File: src/rtl/morse_char_capture.sv
// morse_char_capture: classifies marks/spaces of a keyed signal into one Morse character per strobe
module morse_char_capture #(
   parameter int PULSE_CNT_W   = 16,
   parameter int MAX_MORSE_LEN = 8,
   parameter int MORSE_LEN_W   = 4
) (
   input  logic                     clk,
   input  logic                     rst,
   input  logic                     ce,
   input  logic                     start,
   input  logic [PULSE_CNT_W-1:0]   dit_time,
   input  logic [PULSE_CNT_W-1:0]   dah_time,
   input  logic [PULSE_CNT_W-1:0]   word_time,
   input  logic [PULSE_CNT_W-1:0]   tol_time,
   input  logic                     signal,
   output logic [MORSE_LEN_W-1:0]   len,
   output logic [MAX_MORSE_LEN-1:0] dits_dahs,
   output logic                     error,
   output logic                     word_end,
   output logic                     ceo
);
   typedef enum logic [2:0] {IDLE, WAIT_MARK, MARK, SPACE, WAIT_WORD} state_t;
   state_t                   state_q;
   logic [PULSE_CNT_W-1:0]   cnt_q, cnt_d, chr_thr, wrd_thr, dit_dev, dah_dev;
   logic [MORSE_LEN_W-1:0]   len_q;
   logic [MAX_MORSE_LEN-1:0] bits_q, mask;
   logic                     err_q, ceo_q, we_q, dit_ok, dah_ok, elem, full;
   // Saturating count, gap thresholds clamped at zero, and mark classification
   always_comb begin
      cnt_d   = &cnt_q ? cnt_q : cnt_q + 1'b1;
      chr_thr = dah_time > tol_time ? dah_time - tol_time : '0;
      wrd_thr = word_time > tol_time ? word_time - tol_time : '0;
      dit_dev = cnt_q >= dit_time ? cnt_q - dit_time : dit_time - cnt_q;
      dah_dev = cnt_q >= dah_time ? cnt_q - dah_time : dah_time - cnt_q;
      dit_ok  = dit_dev <= tol_time;
      dah_ok  = dah_dev <= tol_time;
      elem    = dit_ok ? 1'b0 : dah_ok ? 1'b1 : cnt_q > dit_time;
      full    = len_q == MORSE_LEN_W'(MAX_MORSE_LEN);
      mask    = MAX_MORSE_LEN'(elem) << len_q;
   end
   // Capture FSM; a held-back word strobe keeps ceo from firing on back-to-back clocks
   always_ff @(posedge clk) begin
      if (rst) begin
         state_q <= IDLE;
         cnt_q   <= '0;
         len_q   <= '0;
         bits_q  <= '0;
         err_q   <= 1'b0;
         ceo_q   <= 1'b0;
         we_q    <= 1'b0;
      end else begin
         ceo_q <= 1'b0;
         we_q  <= 1'b0;
         if (start) begin
            state_q <= WAIT_MARK;
            cnt_q   <= '0;
            len_q   <= '0;
            bits_q  <= '0;
            err_q   <= 1'b0;
         end else if (ce) begin
            case (state_q)
               WAIT_MARK, WAIT_WORD: begin
                  if (signal) begin
                     state_q <= MARK;
                     cnt_q   <= PULSE_CNT_W'(1);
                     len_q   <= '0;
                     bits_q  <= '0;
                     err_q   <= 1'b0;
                  end else if (state_q == WAIT_WORD) begin
                     cnt_q <= cnt_d;
                     if (cnt_d >= wrd_thr && !ceo_q) begin
                        ceo_q   <= 1'b1;
                        we_q    <= 1'b1;
                        state_q <= IDLE;
                     end
                  end
               end
               MARK: begin
                  if (signal) cnt_q <= cnt_d;
                  else begin
                     cnt_q   <= PULSE_CNT_W'(1);
                     state_q <= SPACE;
                     if (full) err_q <= 1'b1;
                     else begin
                        len_q  <= len_q + 1'b1;
                        bits_q <= bits_q | mask;
                        err_q  <= err_q | (!dit_ok && !dah_ok);
                     end
                  end
               end
               SPACE: begin
                  if (signal && cnt_q < chr_thr) begin
                     cnt_q   <= PULSE_CNT_W'(1);
                     state_q <= MARK;
                  end else begin
                     cnt_q <= cnt_d;
                     if (cnt_d >= chr_thr) begin
                        ceo_q   <= 1'b1;
                        state_q <= WAIT_WORD;
                     end
                  end
               end
               default: state_q <= IDLE;
            endcase
         end
      end
   end
   assign len       = len_q;
   assign dits_dahs = bits_q;
   assign error     = err_q;
   assign word_end  = we_q;
   assign ceo       = ceo_q;
endmodule

File: config.mk
export PLATFORM = sky130hd
export DESIGN_NAME = morse_char_capture
export DESIGN_NICKNAME = d
export VERILOG_FILES = /design/src/rtl/morse_char_capture.sv
export SDC_FILE = /design/constraint.sdc
export NUM_CORES = 1
export LEC_CHECK = 0
export ABC_AREA = 1
export ABC_CLOCK_PERIOD_IN_PS = 4800
export CORE_UTILIZATION = 50
export DETAILED_ROUTE_END_ITERATION = 8
export PLACE_DENSITY = 0.79
export SLEW_MARGIN = 40
export SYNTH_ARGS = -nofsm -noshare
export SYNTH_HDL_FRONTEND = slang
export SYNTH_SLANG_ARGS = --single-unit
File: constraint.sdc
create_clock -name clk -period 4.8 [get_ports clk]
set_input_delay 0.72 -clock clk [delete_from_list [all_inputs] [get_ports clk]]
set_output_delay 0.72 -clock clk [all_outputs]
set_load 0.03 [all_outputs]
==> impl_metrics.tcl, run 1 <==
set metrics [dict create \
    status "finished, final reports clean" \
    ir_drop_mv 0.155 \
    worstSkewPairLatency_ns 0.28 \
    tightest_slew_ns 0.683 \
    fin_hold_ws_ns 0.452 \
    path_common_cell "inv_1" \
    ys_warn_count 0 \
    power_leakage_nw 5.61 \
    syn_to_final_growth_pct 35.8 \
    finalInstanceArea_um2 11300 \
    synth_edf_count 0 \
    end_kind "flop" \
    post-place-ws_ns -0.355 \
    dieWidth_um 131 \
    setup_ws_ns 0.122 \
    numPortBuffers 83 \
    post-route-period-util_pct 97.5 \
    grt_remaining_overflow 0 \
    start_kind "primary input" \
    ys_ff_latch 34 \
    viasPerCell 5.79 \
    ys_types 65 \
    syn_nets 1536 \
    grt_max_degree 18 \
    grt_pass1_vias 9242 \
    arrival_ns 4.89 \
    ys_top_cells_by_area "ha_1 26%, nand2_1 11%, a21oi_1 9.7%" \
    layout.nets 1771 \
    setup_tns_ns 0 \
    cp_slowest_cell "clkdlybuf4s50_1" \
    drive_above_1_share_pct 20.6 \
    finalClockSkew_ns 0.00681 \
    p_int_w 0.000935 \
    final_common_cell "nand2_1" \
    synthArstFlopShare_pct 0 \
    cap_viol_max_count 0 \
    drtIter0Drc 938 \
    yosysTopAreaCell "ha_1" \
    synth_cells 1285 \
    seqPwrFrac_pct 18.1 \
    core_um2 16100 \
    cp_max_fo 5 \
    numCtsBuffers 5 \
    cts_root_buf "clkbuf_16" \
    cp_data_required_time_ns 5.01 \
    placed_cell_area_um2 10400 \
    initial_core_util_pct 51.8 \
    max_freq_mhz 214 \
    antenna_found_initial 0 \
    gp_congestion 1.02 \
    place_hpwl_um 23800 \
    layout_common_cells "227 x nand2_1, 194 x inv_1, 156 x ha_1" \
    ys.flop_type "dfxtp_1" \
    dieArea_um2 17200 \
    syn_area_um2 8350 \
    combPwrFrac_pct 58.3 \
    maxSlewHeadroom_pct 54.3 \
    clkTransAtPathRegs_ns 0.06 \
    switching_share_pct 41.3 \
    cts_hold_buf 0 \
    finalSetupViolations 0 \
    hold_class "reg -> reg" \
    worst-path-buf-inv 6 \
    crit_family "simple AND/OR/NAND/NOR gates" \
    drc 0 \
    power.density_nw_per_um2 141 \
    diodes 0 \
    p_sw_w 0.000657 \
    drtAntennaViolNets 0 \
    grt_pass1_wl_um 45800 \
    synth_top_area_share_pct 26.4 \
    clock_path_buffers 2 \
    postSynthAreaPerCell_um2 6.49 \
    cpPeakStageDelay_ns 0.52 \
    yosysSeqAreaShare_pct 8.16 \
    slew_violations 0 \
    routed_wl_um 30000 \
    die_h_um 131 \
    wl_per_cell_um 17.2 \
    dr_total_vias 10100 \
    p_clk_share_pct 23.6 \
    cts_sinks 34 \
    post-route-min-period_ns 4.68 \
    dr.pass1.iters 5 \
    cts_tree "yes" \
    cts-htree-levels 2 \
    finalHoldViolations 0 \
    io_pins 84 \
    crit_type "in -> reg" \
    grt_usage_pct 33.0 \
    fp-row-count 46 \
]
[power by group through the flow]
stage               combinational [W]  clock (W)  sequential (W)
finish                       0.000928   0.000376        0.000288
detailed placement           0.000828          0        0.000294
floorplan                    0.000511          0        0.000295
global placement             0.000812          0        0.000294
global route                  0.00103   0.000389        0.000288
CTS                          0.000837   0.000378        0.000288
[area by class of cell]
class | count | area (um^2)
Clock buffer | 5 | 125
Clock inverter | 3 | 45.0
Fill cell | 1346 | 4780
Inverter | 209 | 787
Multi-Input combinational cell | 1031 | 7360
Sequential cell | 34 | 682
Tap cell | 216 | 270
Timing Repair Buffer | 239 | 2060
[cell families after synthesis]
group	after synthesis	synth area share (%)
AND/OR/NAND/NOR	486	26.4
AO/OA/AOI/OAI	315	21.9
buffers and inverters	221	10.4
adder cells (fa/ha/maj)	182	27.8
XOR/XNOR	37	4.15
flip-flops	34	8.16
multiplexers	10	1.21
[metrics by stage]
| step | instances | total power, W | utilization (%) |
|---|---|---|---|
| final | 1737 | 0.00159 | 70.3 |
| after global routing | 1737 | 0.00170 | 70.3 |
| after CTS | 1715 | 0.00150 | 65.7 |
| after detailed placement | 1707 | 0.00112 | 64.6 |
| after global placement | 1707 | 0.00111 | 64.6 |
| after floorplan | 1285 | 0.000806 | - |
[sequential cells by signal, indices dropped and copies added (netlist names)]
| name | count |
|---|---|
| ceo | 1 |
| cnt_q | 16 |
| dits_dahs | 8 |
| error | 1 |
| len | 4 |
| state_q | 3 |
| word_end | 1 |
[metal layers]
| metal | global-route usage, % | up-vias | part of all wire, % |
|---|---|---|---|
| met5 | 0 | - | 0 |
| met4 | 15.1 | 0 | 5.2 |
| met3 | 3.55 | 109 | 7.5 |
| met2 | 54.3 | 463 | 45 |
| met1 | 43.1 | 4653 | 42 |
| li1 | - | 4839 | - |
[worst reg2reg max path: cells and delay by family, from the launching register on]
family | cells | cell delay, ns
simple gates | 10 | 1.28
xor+xnor | 1 | 0.15
compound gates | 6 | 0.98
fa+ha+maj | 2 | 0.59
flops | 1 | 0.62
buf+inv | 5 | 0.85
[cell usage after synthesis (10+ instances only)]
master	count
inv_1	200
dfxtp_1	34
nand3_1	42
xnor2_1	10
a21oi_1	161
nand2_1	242
nand4_1	31
o21ai_0	69
ha_1	176
nor3_1	28
nor2_1	97
xor2_1	24
a21o_1	11
a31oi_1	10
[timing repair]
action                                  4_1_cts  5_1_grt
pin swaps                                     0       41
resized for setup                             2      130
setup buffers                                 0       21
endpoints found under the setup margin        4       29
cloned                                        0        1
[path summary, 6_finish.rpt]
check	depth (start not counted)	slack [ns]	endpoint	startpoint
setup reg to reg	24	0.28	dits_dahs[7]	cnt_q[1]
hold / removal	2	0.45	dits_dahs[5]	dits_dahs[5]
setup / recovery	25	0.12	dits_dahs[7]	dit_time[10]
hold reg to reg	2	0.45	dits_dahs[5]	dits_dahs[5]
(Power assumes the default switching activity.)
==> run 2: changes to the inputs <==
--- a/config.mk
+++ b/config.mk
@@ -14,3 +14,4 @@
 export SYNTH_ARGS = -nofsm -noshare
 export SYNTH_HDL_FRONTEND = slang
 export SYNTH_SLANG_ARGS = --single-unit
+export TNS_END_PERCENT = 50
==> results of run 2 <==
The final DEF is identical to that of run 1; final timing and power are the same.
==> run 3: changes to the inputs <==
--- a/config.mk
+++ b/config.mk
@@ -5,11 +5,11 @@
 export SDC_FILE = /design/constraint.sdc
 export NUM_CORES = 1
 export LEC_CHECK = 0
-export ABC_AREA = 1
 export ABC_CLOCK_PERIOD_IN_PS = 4800
+export CAP_MARGIN = 40
 export CORE_UTILIZATION = 50
 export DETAILED_ROUTE_END_ITERATION = 8
-export PLACE_DENSITY = 0.79
+export PLACE_DENSITY = 0.8
 export SLEW_MARGIN = 40
 export SYNTH_ARGS = -nofsm -noshare
 export SYNTH_HDL_FRONTEND = slang
==> run 3 against run 2 <==
  * The run now ends with design-rule violations, negative setup slack left
  * Final cell count decreased by 5.0%
  * Sequential power about the same
  * Clock power shrank 9.6%
  * Utilization up 11 points
  * Combinational power is 14% higher
  * Setup slack got worse by 0.45 ns
  * Synthesized area down 4.1%
  * Design area up 11%
  * Register-to-register slack worse by 0.61 ns
  * Sequential cell count unchanged
  * Clock skew is 0.0030 ns higher
  * Critical path type is now reg -> reg
==> impl_metrics.tcl, run 3 <==
set metrics [dict create \
    diodes 0 \
    start_kind "flop" \
    grt_max_degree 18 \
    layout.nets 1690 \
    ir_drop_mv 0.157 \
    antenna_found_initial 0 \
    combPwrFrac_pct 62.8 \
    hold_path_end "dits_dahs[1]" \
    tightest_slew_ns 0.862 \
    setup_ws_ns -0.328 \
    ys_warn_count 0 \
    finalClockSkew_ns 0.00985 \
    dr.pass1.iters 9 \
    p_clk_share_pct 20.2 \
    yosysSeqAreaShare_pct 8.51 \
    path_cells "buf_4 -> ha_4 -> and3_4 -> nand4_1 -> or4_4 -> and3_4 -> buf_6 -> mux2_4 -> o22a_1 -> o31ai_2 -> xnor2_1 -> ha_1 -> a22o_1 -> nor4_1 -> o21ai_1 -> o211ai_1 -> buf_4 -> nor4_4 -> a32o_1" \
    synthXorXnorAreaFrac_pct 6.46 \
    syn_area_um2 8000 \
    cts-htree-levels 2 \
    worst-path-buf-inv 3 \
    postSynthAreaPerCell_um2 7.48 \
    synth_top_area_share_pct 27.5 \
    max_freq_mhz 195 \
    r2r_cells 19 \
    r2r_end "dits_dahs[3]" \
    dr_total_vias 10300 \
    seqPwrFrac_pct 17.0 \
    synth_edf_count 0 \
    initial_core_util_pct 51.9 \
    cts_sinks 34 \
    finalHoldViolations 0 \
    drc 1 \
    maxSlewHeadroom_pct 42.1 \
    numPortBuffers 83 \
    cpPeakStageDelay_ns 0.70 \
    synth_cells 1070 \
    synthMuxAreaShare_pct 2.67 \
    ys_top_cells_by_count "176 x ha_1, 95 x a21oi_1, 95 x inv_1" \
    post-route-min-period_ns 5.13 \
    synthAdderAreaFrac_pct 29.0 \
    synth_top_family_by_area "adder cells" \
    drtAntennaViolNets 0 \
    post-synth-top-count-cell "ha_1" \
    dieWidth_um 129 \
    routed_wl_um 35100 \
    power_leakage_nw 5.91 \
    worst-path-stages 19 \
    end_kind "flop" \
    grt_pass1_vias 9679 \
    layout_common_cells "300 x buf_4, 138 x ha_1, 82 x nand2_1" \
    p_sw_w 0.000668 \
    p_int_w 0.00101 \
    failed_checks "design-rule violations, negative setup slack" \
    place_hpwl_um 25000 \
    ys_top_cells_by_area "ha_1 28%, dfxtp_1 8.5%, a21oi_1 5.9%" \
    slew_violations 0 \
    grt_pass1_wl_um 49200 \
    dieArea_um2 16500 \
    largest_reg_flops 16 \
    power.density_nw_per_um2 134 \
    cts_tree "yes" \
    clock_path_buffers 2 \
    cts_hold_buf 0 \
    post-route-period-util_pct 107 \
    synthArstFlopShare_pct 0 \
    cp_slowest_cell "dfxtp_1" \
    wl_per_cell_um 21.3 \
    syn_nets 1321 \
    whs_path_depth 1 \
    switching_share_pct 39.7 \
    clkTransAtPathRegs_ns 0.06 \
    top_register "cnt_q" \
    grt_remaining_overflow 0 \
    status "complete, but fails checks" \
    yosys.area_share.simple_pct 20.3 \
    cp_max_fo 6 \
    cts_root_buf "clkbuf_16" \
    hold_class "reg -> reg" \
    io_pins 84 \
    die_h_um 129 \
    setup_tns_ns -2.00 \
    numCtsBuffers 5 \
    ys.flop_type "dfxtp_1" \
    fp-row-count 45 \
    rsz0062_at_grt "yes" \
    arrival_ns 5.31 \
    cap_viol_max_count 0 \
    fin_hold_ws_ns 0.496 \
    viasPerCell 6.22 \
    yosysTopAreaCell "ha_1" \
    drive_above_1_share_pct 35.6 \
    cp_data_required_time_ns 4.98 \
    finalSetupViolations 14 \
    crit_type "reg -> reg" \
    reg2reg_slack_ns -0.33 \
    ys_types 74 \
    ys_ff_latch 34 \
    gp_congestion 0.997 \
    hp-start "dits_dahs[1]" \
    syn_to_final_growth_pct 57.0 \
    synth_compound_area_share_pct 26.7 \
    timing.rr.start "cnt_q[3]" \
    drtIter0Drc 1203 \
    grt_usage_pct 38.3 \
    core_um2 15400 \
    crit_family "simple AND/OR/NAND/NOR gates" \
    final_common_cell "buf_4" \
    worstSkewPairLatency_ns 0.29 \
]
## run 3: cell types whose count changed after synthesis, sizes merged, moves of 28 or more
cell   before  now
a21o       11   47
nor2      101   58
a21oi     165   96
nand2     251   88
inv       208   95
xnor2      10   38
## run 3: worst max path at each step
stage,startpoint,end,slack [ns]
final,cnt_q[3],dits_dahs[3],-0.33
after floorplan,dah_time[0],dits_dahs[4],0.08
after global placement,dah_time[0],dits_dahs[5],-0.70
after CTS,dah_time[8],dits_dahs[4],0.0005
after detailed placement,dit_time[0],dits_dahs[4],-0.85
after global routing,dit_time[0],dits_dahs[3],-0.35
## run 3: area by class of cell
cell class | count | area [um^2]
Sequential cell | 34 | 681
Timing Repair Buffer | 396 | 3230
Inverter | 95 | 364
Tap cell | 211 | 264
Fill cell | 1000 | 2870
Multi-Input combinational cell | 907 | 7870
Clock inverter | 2 | 12.5
Clock buffer | 6 | 139
## run 3: timing repair
item,4_1_cts,5_1_grt
pin swaps,66,75
resized for setup,174,114
buffers inserted,15,16
setup endpoints to repair,30,29
hold endpoints to repair,0,0
## run 3: layer usage
metal  up-vias  global-route usage (%)  part of all wire, %
met1      4789                    47.1                   38
met3       201                    4.82                  9.9
met2       642                    65.4                   45
li1       4645                       -                    -
met5         -                       0                    0
met4         0                    19.7                  7.0
## run 3: cells by family after synthesis
kind of cell / count (synthesis)
simple gates: 320
flops: 34
compound gates: 326
buf+inv: 129
mux: 20
fa+ha+maj: 182
xor+xnor: 59
## run 3: power by group through the flow
stage,registers [W],clock network [W],logic [W]
6_report,0.000287,0.000340,0.00106
5_1_grt,0.000287,0.000344,0.00113
4_1_cts,0.000286,0.000329,0.000939
3_5_place_dp,0.000292,0,0.000871
3_3_place_gp,0.000292,0,0.000850
2_1_floorplan,0.000291,0,0.000476
## run 3: metrics by stage
| step | worst slack, ns | utilization [%] | instances | power [W] | cell area [um^2] |
|---|---|---|---|---|---|
| after floorplan | 0.0794 | - | 1070 | 0.000767 | 8010 |
| after global placement | -0.701 | 71.8 | 1612 | 0.00114 | 11100 |
| after detailed placement | -0.845 | 71.8 | 1612 | 0.00116 | 11100 |
| after CTS | 0.000541 | 77.9 | 1635 | 0.00155 | 12000 |
| after global routing | -0.348 | 81.4 | 1651 | 0.00176 | 12600 |
| final | -0.328 | 81.4 | 1651 | 0.00168 | 12600 |
